$ cat src/rtl/key_pio_pkg.sv
// key_pio_pkg: register map, edge-type encodings and the edge-select helper shared by key_pio and its bench.
// Ports: none (package).
// Build option: KEY_PIO_DEBOUNCE_EN. DEBOUNCE_EN mirrors it so other code can see which build it is in.
package key_pio_pkg;

  // Avalon-MM register map. The 2-bit address matches the output PIO.
  localparam logic [1:0] ADDR_DATA     = 2'd0;
  localparam logic [1:0] ADDR_RSVD     = 2'd1;
  localparam logic [1:0] ADDR_IRQ_MASK = 2'd2;
  localparam logic [1:0] ADDR_EDGE_CAP = 2'd3;

  // Which transitions of the debounced value set edge_capture.
  localparam int EDGE_RISE = 0;
  localparam int EDGE_FALL = 1;
  localparam int EDGE_ANY  = 2;

`ifdef KEY_PIO_DEBOUNCE_EN
  localparam bit DEBOUNCE_EN = 1'b1;
`else
  localparam bit DEBOUNCE_EN = 1'b0;
`endif

  // Picks the edge set that feeds edge_capture. The vectors are padded to the full 8-bit bus width.
  function automatic logic [7:0] edge_select(input logic [7:0] rise,
                                             input logic [7:0] fall,
                                             input int         edge_type);
    logic [7:0] sel;
    sel = rise | fall;
    if (edge_type == EDGE_RISE) sel = rise;
    if (edge_type == EDGE_FALL) sel = fall;
    return sel;
  endfunction

endpackage

$ cat src/rtl/key_pio_debounce.sv
// key_pio_debounce: synchronizes one asynchronous input bit, then debounces it.
// Ports: clk, reset_n (async, active-low), din (async input bit), stable (debounced, synchronous output).
// Build option: KEY_PIO_DEBOUNCE_EN. When it is defined, a new level must hold for DEBOUNCE_CYCLES clocks.
//   When it is undefined, stable follows the synchronizer output with one clock of delay.
module key_pio_debounce #(
  parameter int   DEBOUNCE_CYCLES = 50000,
  parameter logic RESET_BIT       = 1'b1
) (
  input  logic clk,
  input  logic reset_n,
  input  logic din,
  output logic stable
);

  logic sync1;
  logic sync2;

  // Two-flop synchronizer. Its reset value is the idle level, so releasing reset causes no edge.
  always_ff @(posedge clk or negedge reset_n) begin
    if (!reset_n) begin
      sync1 <= RESET_BIT;
      sync2 <= RESET_BIT;
    end else begin
      sync1 <= din;
      sync2 <= sync1;
    end
  end

`ifdef KEY_PIO_DEBOUNCE_EN
  localparam int                CNT_W    = $clog2(DEBOUNCE_CYCLES);
  localparam logic [CNT_W-1:0]  CNT_LAST = CNT_W'(DEBOUNCE_CYCLES - 1);

  logic [CNT_W-1:0] cnt;

  // cnt counts consecutive clocks on which sync2 differs from stable.
  // The change is accepted on the clock where the count is already CNT_LAST, which is the
  // DEBOUNCE_CYCLES-th differing clock. Any return to the stable level restarts the count.
  always_ff @(posedge clk or negedge reset_n) begin
    if (!reset_n) begin
      stable <= RESET_BIT;
      cnt    <= '0;
    end else if (sync2 == stable) begin
      cnt <= '0;
    end else if (cnt == CNT_LAST) begin
      stable <= sync2;
      cnt    <= '0;
    end else begin
      cnt <= cnt + 1'b1;
    end
  end
`else
  always_ff @(posedge clk or negedge reset_n) begin
    if (!reset_n) stable <= RESET_BIT;
    else          stable <= sync2;
  end
`endif

endmodule

$ cat src/rtl/key_pio.sv
// key_pio: Avalon-MM input PIO. It synchronizes and debounces board inputs, captures edges
//   into a sticky register and drives a maskable level irq.
// Ports: clk, reset_n (async, active-low); address, chipselect, write_n, writedata are the slave
//   write side; readdata is combinational with zero wait states; in_port carries the async inputs;
//   irq is an active-high level.
// Build option: KEY_PIO_DEBOUNCE_EN. It enables the per-bit debounce counters in key_pio_debounce.
module key_pio
  import key_pio_pkg::*;
#(
  parameter int         DATA_W          = 8,
  parameter int         EDGE_TYPE       = 1,
  parameter logic [7:0] RESET_VAL       = 8'hFF,
  parameter int         DEBOUNCE_CYCLES = 50000
) (
  input  logic              clk,
  input  logic              reset_n,
  input  logic [1:0]        address,
  input  logic              chipselect,
  input  logic              write_n,
  input  logic [7:0]        writedata,
  input  logic [DATA_W-1:0] in_port,
  output logic [7:0]        readdata,
  output logic              irq
);

  logic [DATA_W-1:0] stable;
  logic [DATA_W-1:0] prev;
  logic [DATA_W-1:0] edge_capture;
  logic [DATA_W-1:0] irq_mask;
  logic [DATA_W-1:0] edge_set;
  logic [DATA_W-1:0] cap_clr;
  logic [7:0]        edge_sel;
  logic              wr_en;

  for (genvar i = 0; i < DATA_W; i++) begin : g_bit
    key_pio_debounce #(
      .DEBOUNCE_CYCLES (DEBOUNCE_CYCLES),
      .RESET_BIT       (RESET_VAL[i])
    ) u_debounce (
      .clk     (clk),
      .reset_n (reset_n),
      .din     (in_port[i]),
      .stable  (stable[i])
    );
  end

  assign wr_en = chipselect && !write_n;

  // Edges are taken from the debounced value against its one-clock-old copy.
  assign edge_sel = edge_select(8'(stable & ~prev), 8'(~stable & prev), EDGE_TYPE);
  assign edge_set = edge_sel[DATA_W-1:0];

  assign cap_clr = (wr_en && address == ADDR_EDGE_CAP) ? writedata[DATA_W-1:0] : '0;

  always_ff @(posedge clk or negedge reset_n) begin
    if (!reset_n) begin
      prev         <= RESET_VAL[DATA_W-1:0];
      edge_capture <= '0;
      irq_mask     <= '0;
    end else begin
      prev <= stable;
      // Clear is applied before set. A new edge on a bit being cleared in the same clock keeps the bit at 1.
      edge_capture <= (edge_capture & ~cap_clr) | edge_set;
      if (wr_en && address == ADDR_IRQ_MASK) irq_mask <= writedata[DATA_W-1:0];
    end
  end

  // Reads have no side effects, so readdata does not need to be qualified by chipselect.
  always_comb begin
    readdata = '0;
    case (address)
      ADDR_DATA:     readdata[DATA_W-1:0] = stable;
      ADDR_IRQ_MASK: readdata[DATA_W-1:0] = irq_mask;
      ADDR_EDGE_CAP: readdata[DATA_W-1:0] = edge_capture;
      default:       readdata = '0;
    endcase
  end

  assign irq = |(edge_capture & irq_mask);

endmodule

$ cat config.mk
export PLATFORM = sky130hd
export DESIGN_NAME = key_pio
export DESIGN_NICKNAME = d
export VERILOG_FILES = /design/src/rtl/key_pio_pkg.sv /design/src/rtl/key_pio_debounce.sv /design/src/rtl/key_pio.sv
export SDC_FILE = /design/constraint.sdc
export NUM_CORES = 1
export LEC_CHECK = 0
export CAP_MARGIN = 25
export CORE_ASPECT_RATIO = 0.6
export CORE_MARGIN = 3
export CORE_UTILIZATION = 25
export CTS_CLUSTER_DIAMETER = 120
export CTS_CLUSTER_SIZE = 16
export DETAILED_ROUTE_END_ITERATION = 8
export MAX_ROUTING_LAYER = met4
export PLACE_DENSITY = 0.49
export SYNTH_ARGS = -nofsm -noshare
export SYNTH_HDL_FRONTEND = slang
export SYNTH_SLANG_ARGS = --single-unit
$ cat constraint.sdc
create_clock -name clk -period 3.83 [get_ports clk]
set_clock_uncertainty 0.2 [all_clocks]
set_input_delay 0.766 -clock clk [delete_from_list [all_inputs] [get_ports clk]]
set_output_delay 0.766 -clock clk [all_outputs]
set_load 0.01 [all_outputs]
==> summary.txt <==
Critical path
  – R2R setup slack: 2.80 ns
  – CP endpoint kind: output port
  – CP peak stage delay: 0.49 ns
  – Data required, critical path: 2.86 ns
  – Setup crit start kind: input pin
  – Most used cell, CP: clkdlybuf4s50_1
  – Slowest cell on the critical path: clkdlybuf4s50_1
  – Crit path kind: in -> out
  – Crit-path max FO: 11
  – CP cell instances: clkdlybuf4s50_1, buf_4, mux2_2, a22o_1, clkdlybuf4s50_1
  – Critical Path AT: 2.46 ns

Floorplanning
  – Total die area: 0.008321 mm^2
  – Die Wd: 115.8 um
  – Num rows: 23
  – Placeable Area: 0.006849 mm^2
  – I/O Pins: 31
  – Initial Util: 0.2640
  – Die Ht: 71.87 um

Status
  – Status: finished, final reports clean

Timing
  – Setup TNS: 0 ns
  – WHS: 0.1546 ns
  – Slew margin rel.: 0.5863
  – Period utilization: 0.8936
  – Fmax: 292.2 MHz
  – Fin crit period: 3.422 ns
  – Final setup vio count: 0
  – Final-report max-slew violation count: 0
  – Final hold violation count: 0
  – RSZ-0062 raised after global routing: no
  – Tightest Pin Transition: 0.6205 ns

Yosys
  – Cell variety after synth: 17
  – Synth area leaders: dfstp_2, dfrtp_1, mux2_4
  – Synthesized area per cell: 15.59 um^2
  – Synth async-reset ratio: 1.000
  – Cell Area, Synth: 0.001808 mm^2
  – Cells after Synth: 116
  – Post-synth EDFFs: 0
  – Synth Flop Type: dfstp_2
  – Top-count cell post-synth: dfstp_2
  – Synth area leader: dfstp_2
  – Yosys Warn Count: 0
  – Synth Net Count: 138
  – Top-area cell type share of the netlist area: 0.4651
  – Synth cell count leaders: dfstp_2, dfrtp_1, inv_1
  – Seq cells post-synth: 48
  – Sequential share of the synthesized area: 0.6865

Global routing
  – First-pass GRT wire length: 5871 um
  – GR Overflow Total: 0
  – Initial antenna violation count: 0
  – Largest net degree at the start of global routing: 49
  – Aggregate global-route resource usage: 0.09592
  – Number of global-route vias before repair: 1,141

CTS
  – Clk slew on worst S/H paths: 0.06 ns
  – Setup Fix Bufs, Post-CTS: 0
  – Hold_buf cts: 0
  – CTS root buf: clkbuf_16
  – H-tree lvl count: 2
  – Largest buffer count on any clock path: 2
  – CTS Sinks: 48
  – Total CTS buffers: 5
  – CTS resizes: 0
  – Clock latency on the worst-skew pair: 0.28 ns
  – TritonCTS clock tree: built

Power
  – P per Cell Area: 485.3 mW/mm^2
  – VDD IR max: 162.8 uV
  – Pleak: 1.027 nW
  – Overall power consumption: 0.001156 W

Placed design
  – Detailed placement HPWL: 2483 um
  – GP Congestion: 0.7605
  – Port bufs: 30

Drt
  – Iter 0 DRT Violations: 24
  – Total number of vias: 1,034
  – Post-route DRC: 0
  – Vias/cell: 4.273
  – Initial DRT Pass Iterations: 4
  – Final WL: 3530 um
  – WL/cell: 14.59 um
  – Antenna viol nets, final: 0

Finish
  – Nets: 176
  – Syn-to-layout area delta: 31.70%
  – Proportion of layout cells with a drive suffix above 1: 0.4000
  – Diode count: 0

Worst hold path
  – Worst hold-check path type: reg -> reg

Job
  – Max-Cap Viols: 0
## where the power goes
part	internal (W)	switching, W
combinational	0.0000930	0.0000535
clock	0.000260	0.000164
sequential	0.000559	0.0000254
## per-layer routing
metal,wire (um),share of wire,track usage
met4,40,0.011,0.02703
met5,0,0,-
met2,1578,0.45,0.1377
met3,140,0.040,0.02869
met1,1771,0.50,0.1319
## layout by cell type (no fill, tap or decap)
master	n
o221ai_2	1
a22o_1	8
buf_4	4
and4bb_1	1
a22oi_1	4
clkdlybuf4s50_1	29
buf_16	1
mux2_4	8
dfrtp_1	16
clkbuf_8	1
clkbuf_1	2
o221ai_1	7
inv_1	16
nand4_1	1
mux2_2	8
nand2b_1	8
nor2_2	1
clkbuf_16	5
dfstp_2	32
and4b_1	1
buf_2	1
## kinds of logic (layout without fill, tap and decap cells)
group                  count (synthesis)  in the layout  synth area share
AO/OA/AOI/OAI                         20             20           0.09758
AND/OR/NAND/NOR                       12             12           0.04706
flip-flops                            48             48            0.6865
buffers and inverters                 20             59           0.05259
multiplexers                          16             16            0.1163
## layout make-up
type	instances	area [um^2]
clock buffer	8	146.4
fill	673	4468
inverter	16	60.06
multi-input combinational	48	471.7
sequential	48	1241
tap	87	108.9
timing repair buffer	35	352.8
## state kept, by name, summed over array words and instances (netlist names)
| name | count |
|---|---|
| g_bit.u_debounce.stable | 8 |
| g_bit.u_debounce.sync1 | 8 |
| prev | 8 |
| edge_capture | 8 |
| irq_mask | 8 |
| g_bit.u_debounce.sync2 | 8 |
## critical path: cells and delay by family
family / cells / cell delay (ns)
multiplexers: 1 / 0.35
AO/OA/AOI/OAI: 1 / 0.19
buffers and inverters: 3 / 1.15
## per-stage QoR
stage | area [um^2] | utilization | instances | setup WS [ns]
finish | 2381 | 0.3476 | 242 | 0.4077
global route | 2381 | 0.3476 | 242 | 0.3577
CTS | 2354 | 0.3436 | 241 | 0.3998
detailed placement | 2207 | 0.3223 | 233 | 0.4020
global placement | 2207 | 0.3223 | 233 | 0.3957
floorplan | 1808 | - | 116 | 1.415
## path summary, 6_finish.rpt
| path | from | to | depth (start not counted) |
|---|---|---|---|
| max | address[0] | readdata[2] | 5 |
| min | g_bit[4].u_debounce.sync1$_DFF_PN1_ | g_bit[4].u_debounce.sync2$_DFF_PN1_ | 0 |
| max reg2reg | g_bit[4].u_debounce.stable$_DFF_PN1_ | edge_capture[4]$_DFF_PN0_ | 1 |
| min reg2reg | g_bit[4].u_debounce.sync1$_DFF_PN1_ | g_bit[4].u_debounce.sync2$_DFF_PN1_ | 0 |
| max in group asynchronous | reset_n | prev[1]$_DFF_PN1_ | 2 |
| min in group asynchronous | reset_n | edge_capture[7]$_DFF_PN0_ | 1 |
Note: power is estimated with default switching activity, not from simulation.
